$ cat config.mk
export PLATFORM = sky130hd
export DESIGN_NAME = hamming_decoder
export DESIGN_NICKNAME = d
export VERILOG_FILES = /design/src/rtl/hamming_pkg.sv /design/src/rtl/hamming_syndrome.sv /design/src/rtl/hamming_decoder.sv
export SDC_FILE = /design/constraint.sdc
export NUM_CORES = 1
export LEC_CHECK = 0
export CAP_MARGIN = 0
export CORE_AREA = 2 2 45 47
export CTS_CLUSTER_SIZE = 20
export DETAILED_ROUTE_END_ITERATION = 16
export DIE_AREA = 0 0 47 49
export PLACE_DENSITY = 0.72
export SETUP_SLACK_MARGIN = 0.05
export SLEW_MARGIN = 5
export SYNTH_ARGS = -nofsm -noshare
export SYNTH_HDL_FRONTEND = slang
export SYNTH_SLANG_ARGS = --single-unit
$ cat constraint.sdc
create_clock -name clk -period 1.4 [get_ports clk]
set_clock_uncertainty 0.1 [all_clocks]
set_input_delay 0.28 -clock clk [delete_from_list [all_inputs] [get_ports clk]]
set_output_delay 0.28 -clock clk [all_outputs]
set_load 0.05 [all_outputs]
$ cat src/rtl/hamming_pkg.sv
// ---------------------------------------------------------------------------
// hamming_pkg
// Shared definitions for the [7,4] Hamming encoder/decoder pair.
//   - Codeword/data/syndrome widths.
//   - Hamming position numbers (1-based). Codeword bit index = position - 1.
//   - syndrome_t typedef.
//   - flip_mask(): one-hot mask selecting the codeword bit named by a syndrome.
//   - encode(): reference parity generation used by hamming_encoder.
// ---------------------------------------------------------------------------
package hamming_pkg;

  localparam int DATA_W = 4;
  localparam int CODE_W = 7;
  localparam int SYN_W  = 3;

  // Hamming positions (1-based): parity bits sit at the powers of two.
  localparam int POS_P1 = 1;
  localparam int POS_P2 = 2;
  localparam int POS_D1 = 3;
  localparam int POS_P4 = 4;
  localparam int POS_D2 = 5;
  localparam int POS_D3 = 6;
  localparam int POS_D4 = 7;

  typedef logic [SYN_W-1:0] syndrome_t;

  // A nonzero syndrome names the erroneous position directly, so the mask
  // has a single bit set at index syndrome-1. A zero syndrome gives no flip.
  function automatic logic [CODE_W-1:0] flip_mask(input syndrome_t syn);
    logic [CODE_W-1:0] mask;
    mask = '0;
    for (int i = 1; i <= CODE_W; i++) begin
      if (syn == syndrome_t'(i)) mask[i-1] = 1'b1;
    end
    return mask;
  endfunction

  // Data {d4,d3,d2,d1} to codeword, bit i = Hamming position i+1.
  function automatic logic [CODE_W-1:0] encode(input logic [DATA_W-1:0] d);
    logic [CODE_W-1:0] c;
    c[POS_D1-1] = d[0];
    c[POS_D2-1] = d[1];
    c[POS_D3-1] = d[2];
    c[POS_D4-1] = d[3];
    c[POS_P1-1] = d[0] ^ d[1] ^ d[3];
    c[POS_P2-1] = d[0] ^ d[2] ^ d[3];
    c[POS_P4-1] = d[1] ^ d[2] ^ d[3];
    return c;
  endfunction

endpackage

$ cat src/rtl/hamming_syndrome.sv
// ---------------------------------------------------------------------------
// hamming_syndrome
// Purely combinational syndrome calculator for a [7,4] Hamming codeword.
// Ports:
//   codeword  in   [6:0]  received word, bit i = Hamming position i+1
//   syndrome  out  [2:0]  {s4,s2,s1}; value is the erroneous position, 0 = clean
// ---------------------------------------------------------------------------
module hamming_syndrome
  import hamming_pkg::*;
(
  input  logic [CODE_W-1:0] codeword,
  output logic [SYN_W-1:0]  syndrome
);

  // Each syndrome bit checks the positions whose index has that bit set.
  assign syndrome[0] = codeword[POS_P1-1] ^ codeword[POS_D1-1] ^
                       codeword[POS_D2-1] ^ codeword[POS_D4-1];
  assign syndrome[1] = codeword[POS_P2-1] ^ codeword[POS_D1-1] ^
                       codeword[POS_D3-1] ^ codeword[POS_D4-1];
  assign syndrome[2] = codeword[POS_P4-1] ^ codeword[POS_D2-1] ^
                       codeword[POS_D3-1] ^ codeword[POS_D4-1];

endmodule

$ cat src/rtl/hamming_decoder.sv
// ---------------------------------------------------------------------------
// hamming_decoder
// Two-stage pipelined [7,4] Hamming single-error-correcting decoder with
// valid/ready handshakes on both sides.
//   S1: registers the incoming codeword and its syndrome.
//   S2: registers corrected data, syndrome and the corrected flag.
// Double-bit errors are indistinguishable from single errors in [7,4] and are
// miscorrected by design.
//
// Optional feature macro: HAMMING_ERR_CNT_EN
//   When defined, adds err_cnt/cnt_clr: a saturating count of output words
//   that carried a correction, with cnt_clr taking priority over increment.
//
// Ports:
//   clk        in          sole clock, rising edge
//   rst_n      in          asynchronous active-low reset
//   in_valid   in          codeword present
//   in_ready   out         decoder accepts codeword this cycle
//   codeword   in   [6:0]  received codeword, bit i = Hamming position i+1
//   out_valid  out         decoded result present
//   out_ready  in          downstream accepts result this cycle
//   data       out  [3:0]  corrected data {d4,d3,d2,d1}
//   syndrome   out  [2:0]  computed syndrome {s4,s2,s1}
//   corrected  out         syndrome was nonzero, one bit flipped
//   err_cnt    out  [CNT_W-1:0]  (HAMMING_ERR_CNT_EN only)
//   cnt_clr    in          (HAMMING_ERR_CNT_EN only) synchronous clear
// ---------------------------------------------------------------------------
module hamming_decoder
  import hamming_pkg::*;
#(
  parameter int CNT_W = 16
) (
  input  logic              clk,
  input  logic              rst_n,
  input  logic              in_valid,
  output logic              in_ready,
  input  logic [CODE_W-1:0] codeword,
  output logic              out_valid,
  input  logic              out_ready,
  output logic [DATA_W-1:0] data,
  output logic [SYN_W-1:0]  syndrome,
  output logic              corrected
`ifdef HAMMING_ERR_CNT_EN
  ,
  output logic [CNT_W-1:0]  err_cnt,
  input  logic              cnt_clr
`endif
);

  logic              s1_valid;
  logic [CODE_W-1:0] s1_code;
  syndrome_t         s1_syn;
  syndrome_t         syn_comb;
  logic              s2_advance;
  logic [CODE_W-1:0] fixed_code;
  logic [2:0]        unused_parity;

  hamming_syndrome u_syndrome (
    .codeword (codeword),
    .syndrome (syn_comb)
  );

  // Output stage moves when it is empty or its word is being taken.
  // S1 can take a new word when it is empty or its word moves into S2.
  assign s2_advance = !out_valid || out_ready;
  assign in_ready   = !s1_valid || s2_advance;

  always_ff @(posedge clk or negedge rst_n) begin
    if (!rst_n) begin
      s1_valid <= 1'b0;
      s1_code  <= '0;
      s1_syn   <= '0;
    end else if (in_ready) begin
      s1_valid <= in_valid;
      if (in_valid) begin
        s1_code <= codeword;
        s1_syn  <= syn_comb;
      end
    end
  end

  assign fixed_code = s1_code ^ flip_mask(s1_syn);

  // Parity positions are only consumed by the syndrome, which is already
  // captured in S1, so the corrected parity bits go nowhere.
  assign unused_parity = {fixed_code[POS_P4-1], fixed_code[POS_P2-1],
                          fixed_code[POS_P1-1]};

  always_ff @(posedge clk or negedge rst_n) begin
    if (!rst_n) begin
      out_valid <= 1'b0;
      data      <= '0;
      syndrome  <= '0;
      corrected <= 1'b0;
    end else if (s2_advance) begin
      out_valid <= s1_valid;
      if (s1_valid) begin
        data      <= {fixed_code[POS_D4-1], fixed_code[POS_D3-1],
                      fixed_code[POS_D2-1], fixed_code[POS_D1-1]};
        syndrome  <= s1_syn;
        corrected <= (s1_syn != '0);
      end
    end
  end

`ifdef HAMMING_ERR_CNT_EN
  // Counts corrected words as they leave the decoder; sticks at all-ones.
  always_ff @(posedge clk or negedge rst_n) begin
    if (!rst_n) begin
      err_cnt <= '0;
    end else if (cnt_clr) begin
      err_cnt <= '0;
    end else if (out_valid && out_ready && corrected && (err_cnt != '1)) begin
      err_cnt <= err_cnt + 1'b1;
    end
  end
`else
  localparam int unused_cnt_w = CNT_W;
`endif

endmodule

Word-level counts from Yosys, hierarchy flattened
Index checks and enable logic that the tools add are counted.
- register bits after elaboration: 20
- latch bits: 0
- memory bits (writable): 0
- bits in read-only memories: 0
- output and inout port bits: 10
- word-level logic and storage cells: 38
- memories: 0
- $add $sub $neg: 0
- $mul: 0
- div/mod/pow operators: 0
- $lt $le $gt $ge: 0
- eq/ne operators: 7
- shift operators: 0
- muxes and demuxes: 7
- bitwise logic cells: 10
- reduce and logical (&&, ||, !) cells: 7
- operators by type and width (kind ; count):
    3-bit == test (second input constant) ; 4
    1-bit XOR ; 9
    1-bit 2-to-1 mux ; 7
    7-bit XOR ; 1
    3-bit by 2-bit == test with 1-bit output (second input constant) ; 2
    2-bit AND reduction ; 2
    3-bit by 1-bit == test with 1-bit output (second input constant) ; 1
    3-bit nonzero test ; 1
    1-bit logical NOT ; 2
    1-bit logical OR ; 2

Depth between registers and ports, before layout
Gate-level depths: netlist of the first run.
- depth in word-level cells: 4
- depth in mapped cells: 3
- mapped depth without buffers: 3

Modules after synthesis
A second synthesis of the first run with hierarchy kept.
- cell total of the unflattened synthesis: 56
- area total of the unflattened synthesis: 782.0 um2
- by module, submodules not included (module ; times used ; cells each ; area each (um2) ; seq. area each (um2)):
    hamming_decoder ; 1 ; 48 ; 711.9 ; 425.4
    hamming_syndrome ; 1 ; 8 ; 70.1 ; 0.0

Worst setup path after synthesis of the first run
No wires, ideal clock.
- kind: register -> register
- start point: register out_valid
- end point: register s1_code[2]
- data arrival time: 1870 ps
- data required time: 1175 ps
- slack: -695 ps
- cell stages (with the launch flop): 4
- cell sequence: dfrtp_1 -> nand3b_1 -> nand2_2 -> mux2_2
- word-level cells in the longest chain between the ends: 4
- ends and longest elaborated chain (what ; RTL line ; source):
    start, declared ; hamming_decoder.sv:38 ; output logic out_valid,
    start signal, assigned ; hamming_decoder.sv:96 ; out_valid <= s1_valid;
    1-bit logical NOT ; hamming_decoder.sv:65 ; assign s2_advance = !out_valid || out_ready;
    1-bit logical OR ; hamming_decoder.sv:65 ;
    1-bit logical OR ; hamming_decoder.sv:66 ; assign in_ready = !s1_valid || s2_advance;
    via in_ready ; hamming_decoder.sv:36 ; output logic in_ready,
    2-bit AND reduction (no line) ; -- ;
    end signal, assigned ; hamming_decoder.sv:76 ; s1_code <= codeword;
    end, declared ; hamming_decoder.sv:51 ; logic [CODE_W-1:0] s1_code;
The timed path passes the listed nets, and every way through them passes these cells.
A chain may end at the register's enable or synchronous reset.

Worst setup path in the final report of the first run
- start point: register out_valid
- end point: output port in_ready
- word-level cells in the longest chain between the ends: 3
- ends and longest elaborated chain (what ; RTL line):
    1-bit logical NOT ; hamming_decoder.sv:65
    1-bit logical OR ; hamming_decoder.sv:65
    1-bit logical OR ; hamming_decoder.sv:66
    end, declared ; hamming_decoder.sv:36
Every way passes these cells.

==> impl_results.md, run 1 <==
- Status: finished with violations
- Violated checks: negative setup slack
- Post-DR vias/cell: 4.61
- Worst setup margin: -0.0623 ns
- Diode count: 0
- Largest net degree at the start of global routing: 18
- Commonest cells in the netlist: dfrtp_1 (17), mux2_2 (14), xnor2_1 (10), nand3b_1 (4), nand2b_1 (3)
- Rel. slew slack: 84.0%
- Power, Total: 2.25 mW
- Crit-path max cell delay: 0.41 ns
- Worst Setup Start Kind: register
- Critical path class: reg2out
- Count of cell types in the netlist: 13
- Max-cap violations: 0
- Synthesized area per cell: 13.9 um^2
- Post-synth EDFFs: 0
- Fillers: 147
- Yosys reg bits: 17
- Grt total ovfl: 0
- Final setup violation count: 1
- Detailed placer's ending HPWL: 1.07 mm
- Core area: 1840 um^2
- Synth top area share: 54.8%
- Reg2Reg Depth: 4
- P_leak: 0.552 nW
- Count leader, synth: dfrtp_1
- CP startpoint: out_valid
- Die Height: 49 um
- Maximum clock path buffer count: 2
- Vias in the first global route: 508
- Worst Path Required: 1.02 ns
- Mapped Area: 776 um^2
- Post-layout util: 68.8%
- Seq/Total Area, Yosys: 54.8%
- CP Capture Type: output port
- First-pass GRT wire length: 2.31 mm
- Hold slack: 0.224 ns
- Drt drc: 0
- Via count: 526
- Final Cycle Share: 104%
- Synth top area cells: dfrtp_1 (55%), mux2_2 (20%), xnor2_1 (11%)
- Nets: 99
- Cell Chain, Critical Path: nand3b_1 > buf_6 > buf_12
- Worst skew pair latency: 0.28 ns
- R2r endpoint: syndrome[2]
- Area grow syn2layout: 63.2%
- Worst min-delay path class: in2async
- Die area: 2300 um^2
- Drt first pass iters: 4
- Crit-path slowest cell: dfrtp_2
- Final WL: 1.38 mm
- Measured slew at the worst slew-check pin: 0.239 ns
- Worst reg-to-reg setup slack: 0.09 ns
- Routability cong.: 0.654
- Worst Path Max Fanout: 2
- Synth area leader: dfrtp_1
- CTS tree: yes
- Syn nets: 67
- Buf/Inv on CP: 2
- Cells after Synth: 56
- Total global-route track usage: 14.2%
- Slew Viols, Final: 0
- Critical path endpoint: in_ready
- IO buf count: 20
- WL/cell: 12.1 um
- VDD IR-drop max: 0.806 mV
- RSZ-0062 raised after global routing: yes
- Critical path depth: 3
- CP Data Arrival Time: 1.08 ns
- Clock root buffer master: clkbuf_4
- Sink Count: 17
- Initial Util: 42.1%
- Layout cells sized above 1: 47.1%
- H-Tree Level Count: 1
- FP Rows: 16
- Initial antenna violation count: 0
- Hold Vio Cnt, Final: 0
- Power Dens Cells: 1780 nW/um^2
- Asr flop ratio synth: 100%
- Fmax: 684 MHz
- Io pins: 21
- Synth Flop Type: dfrtp_1
- Critical path's top delay family: flip-flops
- Antenna viol nets, final: 0
- Die width: 47 um
- DRT iter0 DRCs: 3
- Number of CTS-inserted buffers: 3
- Minimum clock period: 1.46 ns
- Reg2reg start: s1_valid
- Clock Pin Slew Worst Setup and Hold Paths: 0.10 ns
- Syn. warnings: 0
[cells by family (layout without fill, tap and decap cells)]
group / after synthesis / count (layout) / synth area share, %
flops: 17 / 17 / 54.8
mux: 14 / 14 / 20.3
xor+xnor: 12 / 12 / 14.5
simple gates: 11 / 11 / 8.87
compound gates: 2 / 2 / 1.45
buf+inv: 0 / 31 / 0
[layer usage]
metal / vias to the layer above / global-route usage [%] / part of all wire (%)
met5: - / 0 / 0
met4: 0 / 6.94 / 1.0
met3: 2 / 2.22 / 2.4
met2: 16 / 21.9 / 53
met1: 251 / 18.8 / 44
li1: 257 / - / -
[how the worst min path moves through the flow]
| stage | from | to | slack [ns] | depth (start not counted) |
|---|---|---|---|---|
| after global placement | s1_code[2] | s1_code[2] | 0.42 | 1 |
| after global routing | rst_n | s1_code[2] | 0.23 | 2 |
| after floorplan | rst_n | corrected | -0.12 | 0 |
| final | rst_n | s1_code[2] | 0.22 | 2 |
| after CTS | rst_n | s1_code[2] | 0.23 | 2 |
| after detailed placement | s1_code[6] | s1_code[6] | 0.43 | 1 |
[power breakdown]
group | leakage, nW | internal [mW] | total, mW | switching [mW]
combinational | 0.341 | 0.652 | 1.19 | 0.542
sequential | 0.194 | 0.638 | 0.805 | 0.167
clock | 0.0177 | 0.106 | 0.253 | 0.147
[sequential cells by signal, summed over array words and instances (netlist names)]
signal	count
data	4
syndrome	3
s1_valid	1
s1_syn	3
corrected	1
out_valid	1
s1_code	4
[worst reg2reg max path, stage by stage (launching register included)]
cell	delay [ns]
dfrtp_1	0.40
buf_4	0.13
buf_4	0.15
nand2_8	0.09
mux2_2	0.33
[cells in the final DEF, fill, tap and decap left out, types with 2 or more instances in the layout]
cell             instances
dfrtp_1                 16
buf_12                  10
xnor2_1                  9
mux2_4                   8
clkdlybuf4s50_1          8
mux2_2                   6
buf_4                    6
nand3b_1                 4
clkbuf_4                 3
nand2_8                  2
nand2b_1                 2
[stage by stage]
stage / setup WS [ns] / instances / setup TNS [ns] / cell area (um^2)
finish: -0.0623 / 114 / -0.0623 / 1270
global route: -0.118 / 114 / -0.118 / 1270
CTS: -0.0660 / 114 / -0.0660 / 1240
detailed placement: -0.254 / 106 / -3.41 / 1170
global placement: -0.236 / 106 / -3.16 / 1170
floorplan: -0.485 / 56 / -3.42 / 811
[what timing repair did]
action                                 in CTS  in global routing
hold buffers                                0                  0
setup endpoints to repair                   1                 10
pin swaps                                   1                  1
resized for setup                           4                  6
endpoints found under the hold margin       0                  0
gates cloned                                0                  0
buffers inserted                            4                  2
[area by class of cell]
cell class                 count  area [um^2]  share of cell area (%)
clock buffer                   3         22.5                    1.78
clock inverter                 1         5.00                   0.395
multi-input combinational     39          420                    33.2
sequential                    17          427                    33.7
tap                           27         33.8                    2.67
timing repair buffer          27          358                    28.3
Power figures use the tool's default switching activity.
==> run 2: changes to the inputs <==
SKIP_CTS_REPAIR_TIMING = 1   (was not set)
==> impl_results.md, run 2 (synthesis results as in run 1) <==
- Status: finished with violations
- Violated checks: negative setup slack
- Clock Pin Slew Worst Setup and Hold Paths: 0.10 ns (about the same)
- Io pins: 21 (unchanged)
- Die Height: 49 um (unchanged)
- Worst Path Required: 1.02 ns (about the same)
- Max layer used: met4
- WL/cell: 12.1 um (-0.21%)
- DRT met1 WL: 592 um (-1.5%)
- Crit-path max cell delay: 0.44 ns (+0.03 ns)
- Rel. slew slack: 85.3% (+1.2 points)
- Switching share of power: 38.1% (+0.043 points)
- Die area: 2300 um^2 (unchanged)
- Diode count: 0 (unchanged)
- Met2 Wirelength: 709 um (-2.7%)
- Worst Setup Start Kind: register
- Die width: 47 um (unchanged)
- Worst min-delay path class: in2async
- Psw: 0.847 mW (-1.1%)
- Fin cells: 112 (-1.8%)
- VDD IR-drop max: 0.833 mV (+3.4%)
- Final Cycle Share: 107% (+2.9 points)
- Pint: 1.38 mW (-1.3%)
- Most common cell after layout, fill and taps aside: dfrtp_1
- Grt total ovfl: 0 (unchanged)
- Final WL: 1.35 mm (-2.0%)
- Hold slack: 0.224 ns (+0.000281 ns)
- Flop pwr share: 36.2% (+0.5 points)
- Clk network pwr share: 11.4% (about the same)
- Commonest non-fill, non-tap cells in the layout: dfrtp_1 (16), xnor2_1 (10), buf_12 (10)
- Fmax: 666 MHz (-2.7%)
- FP Rows: 16 (unchanged)
- Hold Vio Cnt, Final: 0 (unchanged)
- Critical path's top delay family: flip-flops
- Routed wl met3: 35 um (+6.1%)
- Detailed placer's ending HPWL: 1.07 mm (unchanged)
- Final setup violation count: 1 (unchanged)
- CP Data Arrival Time: 1.12 ns (+0.04 ns)
- Biggest regs: data (4), s1_code (4)
- Layout cells sized above 1: 43.5% (-3.6 points)
- H-Tree Level Count: 1 (unchanged)
- Drt drc: 0 (unchanged)
- IO buf count: 20 (unchanged)
- Antenna viol nets, final: 0 (unchanged)
- Initial Util: 42.1% (unchanged)
- Worst setup margin: -0.102 ns (-0.0402 ns)
- Area grow syn2layout: 57.9%
- Slew Viols, Final: 0 (unchanged)
- Sink Count: 17 (unchanged)
- DRT iter0 DRCs: 2 (-1)
- Total global-route track usage: 13.9% (-0.29 points)
- Via count: 508 (-3.4%)
- Dpl cells: 106 (unchanged)
- Largest net degree at the start of global routing: 18 (unchanged)
- Critical path class: reg2out
- Drt first pass iters: 4 (unchanged)
- Power share of the combinational group: 52.4% (-0.6 points)
- Worst skew pair latency: 0.28 ns (about the same)
- First-pass GRT wire length: 2.25 mm (-2.7%)
- Cell Chain, Critical Path: nand3b_1 > buf_6 > buf_12
- Routability cong.: 0.654 (unchanged)
- CTS tree: yes
- Buf/Inv on CP: 2 (unchanged)
- DP Area: 1170 um^2 (unchanged)
- Crit-path slowest cell: dfrtp_2
- Design Area, Final: 1220 um^2 (-3.3%)
- Core area: 1840 um^2 (unchanged)
- RSZ-0062 raised after global routing: yes
- Minimum clock period: 1.50 ns (+0.0402 ns)
- Post-DR vias/cell: 4.54 (-1.7%)
- CP Capture Type: output port
- Number of CTS-inserted buffers: 3 (unchanged)
- Vias in the first global route: 489 (-3.7%)
- Clock root buffer master: clkbuf_4
- Power Dens Cells: 1820 nW/um^2 (+2.1%)
- P_leak: 0.529 nW (-4.2%)
- Initial antenna violation count: 0 (unchanged)
- Maximum clock path buffer count: 2 (unchanged)
- Measured slew at the worst slew-check pin: 0.221 ns (-0.0182 ns)
- Nets: 97 (-2.0%)
- Max-cap violations: 0 (unchanged)
- Worst Path Max Fanout: 3 (+1)
run 2: area by class of cell:
type	instances	area, um^2
Multi-Input combinational cell	39	393
Clock buffer	3	22.5
Tap cell	27	33.8
Sequential cell	17	427
Fill cell	151	617
Timing Repair Buffer	25	344
Clock inverter	1	5.00
run 2: power by group through the flow:
| stage | Combinational, mW | Sequential, mW | Clock, mW |
|---|---|---|---|
| after floorplan | 0.280 | 1.10 | 0 |
| after global placement | 1.14 | 0.813 | 0 |
| after detailed placement | 1.16 | 0.820 | 0 |
| after CTS | 1.16 | 0.809 | 0.266 |
| after global routing | 1.21 | 0.828 | 0.283 |
| final | 1.17 | 0.806 | 0.254 |
run 2: routing by layer:
metal / vias up / GRT usage (%)
met5: - / 0
met4: 0 / 6.94
met3: 2 / 2.22
met2: 16 / 21.0
met1: 239 / 18.8
li1: 251 / -
run 2: final timing paths:
kind	end	startpoint	cells after the start	slack [ns]
max	in_ready	out_valid	3	-0.10
min	s1_code[2]	rst_n	2	0.22
max reg2reg	s1_syn[2]	out_valid	4	0.06
min reg2reg	corrected	s1_valid	1	0.40
max in group asynchronous	out_valid	rst_n	2	0.77
min in group clk	out_valid	out_ready	4	0.33
run 2: through the flow:
| stage | setup TNS [ns] | utilization [%] | setup slack (ns) | power, mW |
|---|---|---|---|---|
| after global placement | -3.16 | 63.4 | -0.236 | 1.96 |
| after floorplan | -3.42 | - | -0.485 | 1.38 |
| final | -0.102 | 66.5 | -0.102 | 2.23 |
| after global routing | -0.158 | 66.5 | -0.158 | 2.32 |
| after CTS | -0.241 | 64.9 | -0.241 | 2.24 |
| after detailed placement | -3.41 | 63.4 | -0.254 | 1.98 |
run 2: worst reg2reg max path: stages, from the launching register on:
cell and delay [ns]:
dfrtp_2 0.44, nand3b_1 0.15, buf_4 0.16, nand2_8 0.08
mux2_4 0.31
==> run 3: changes to the inputs <==
GPL_ROUTABILITY_DRIVEN = 0   (was not set)
==> results of run 3 <==
No change in the layout: final DEF, timing and power equal those of run 2.
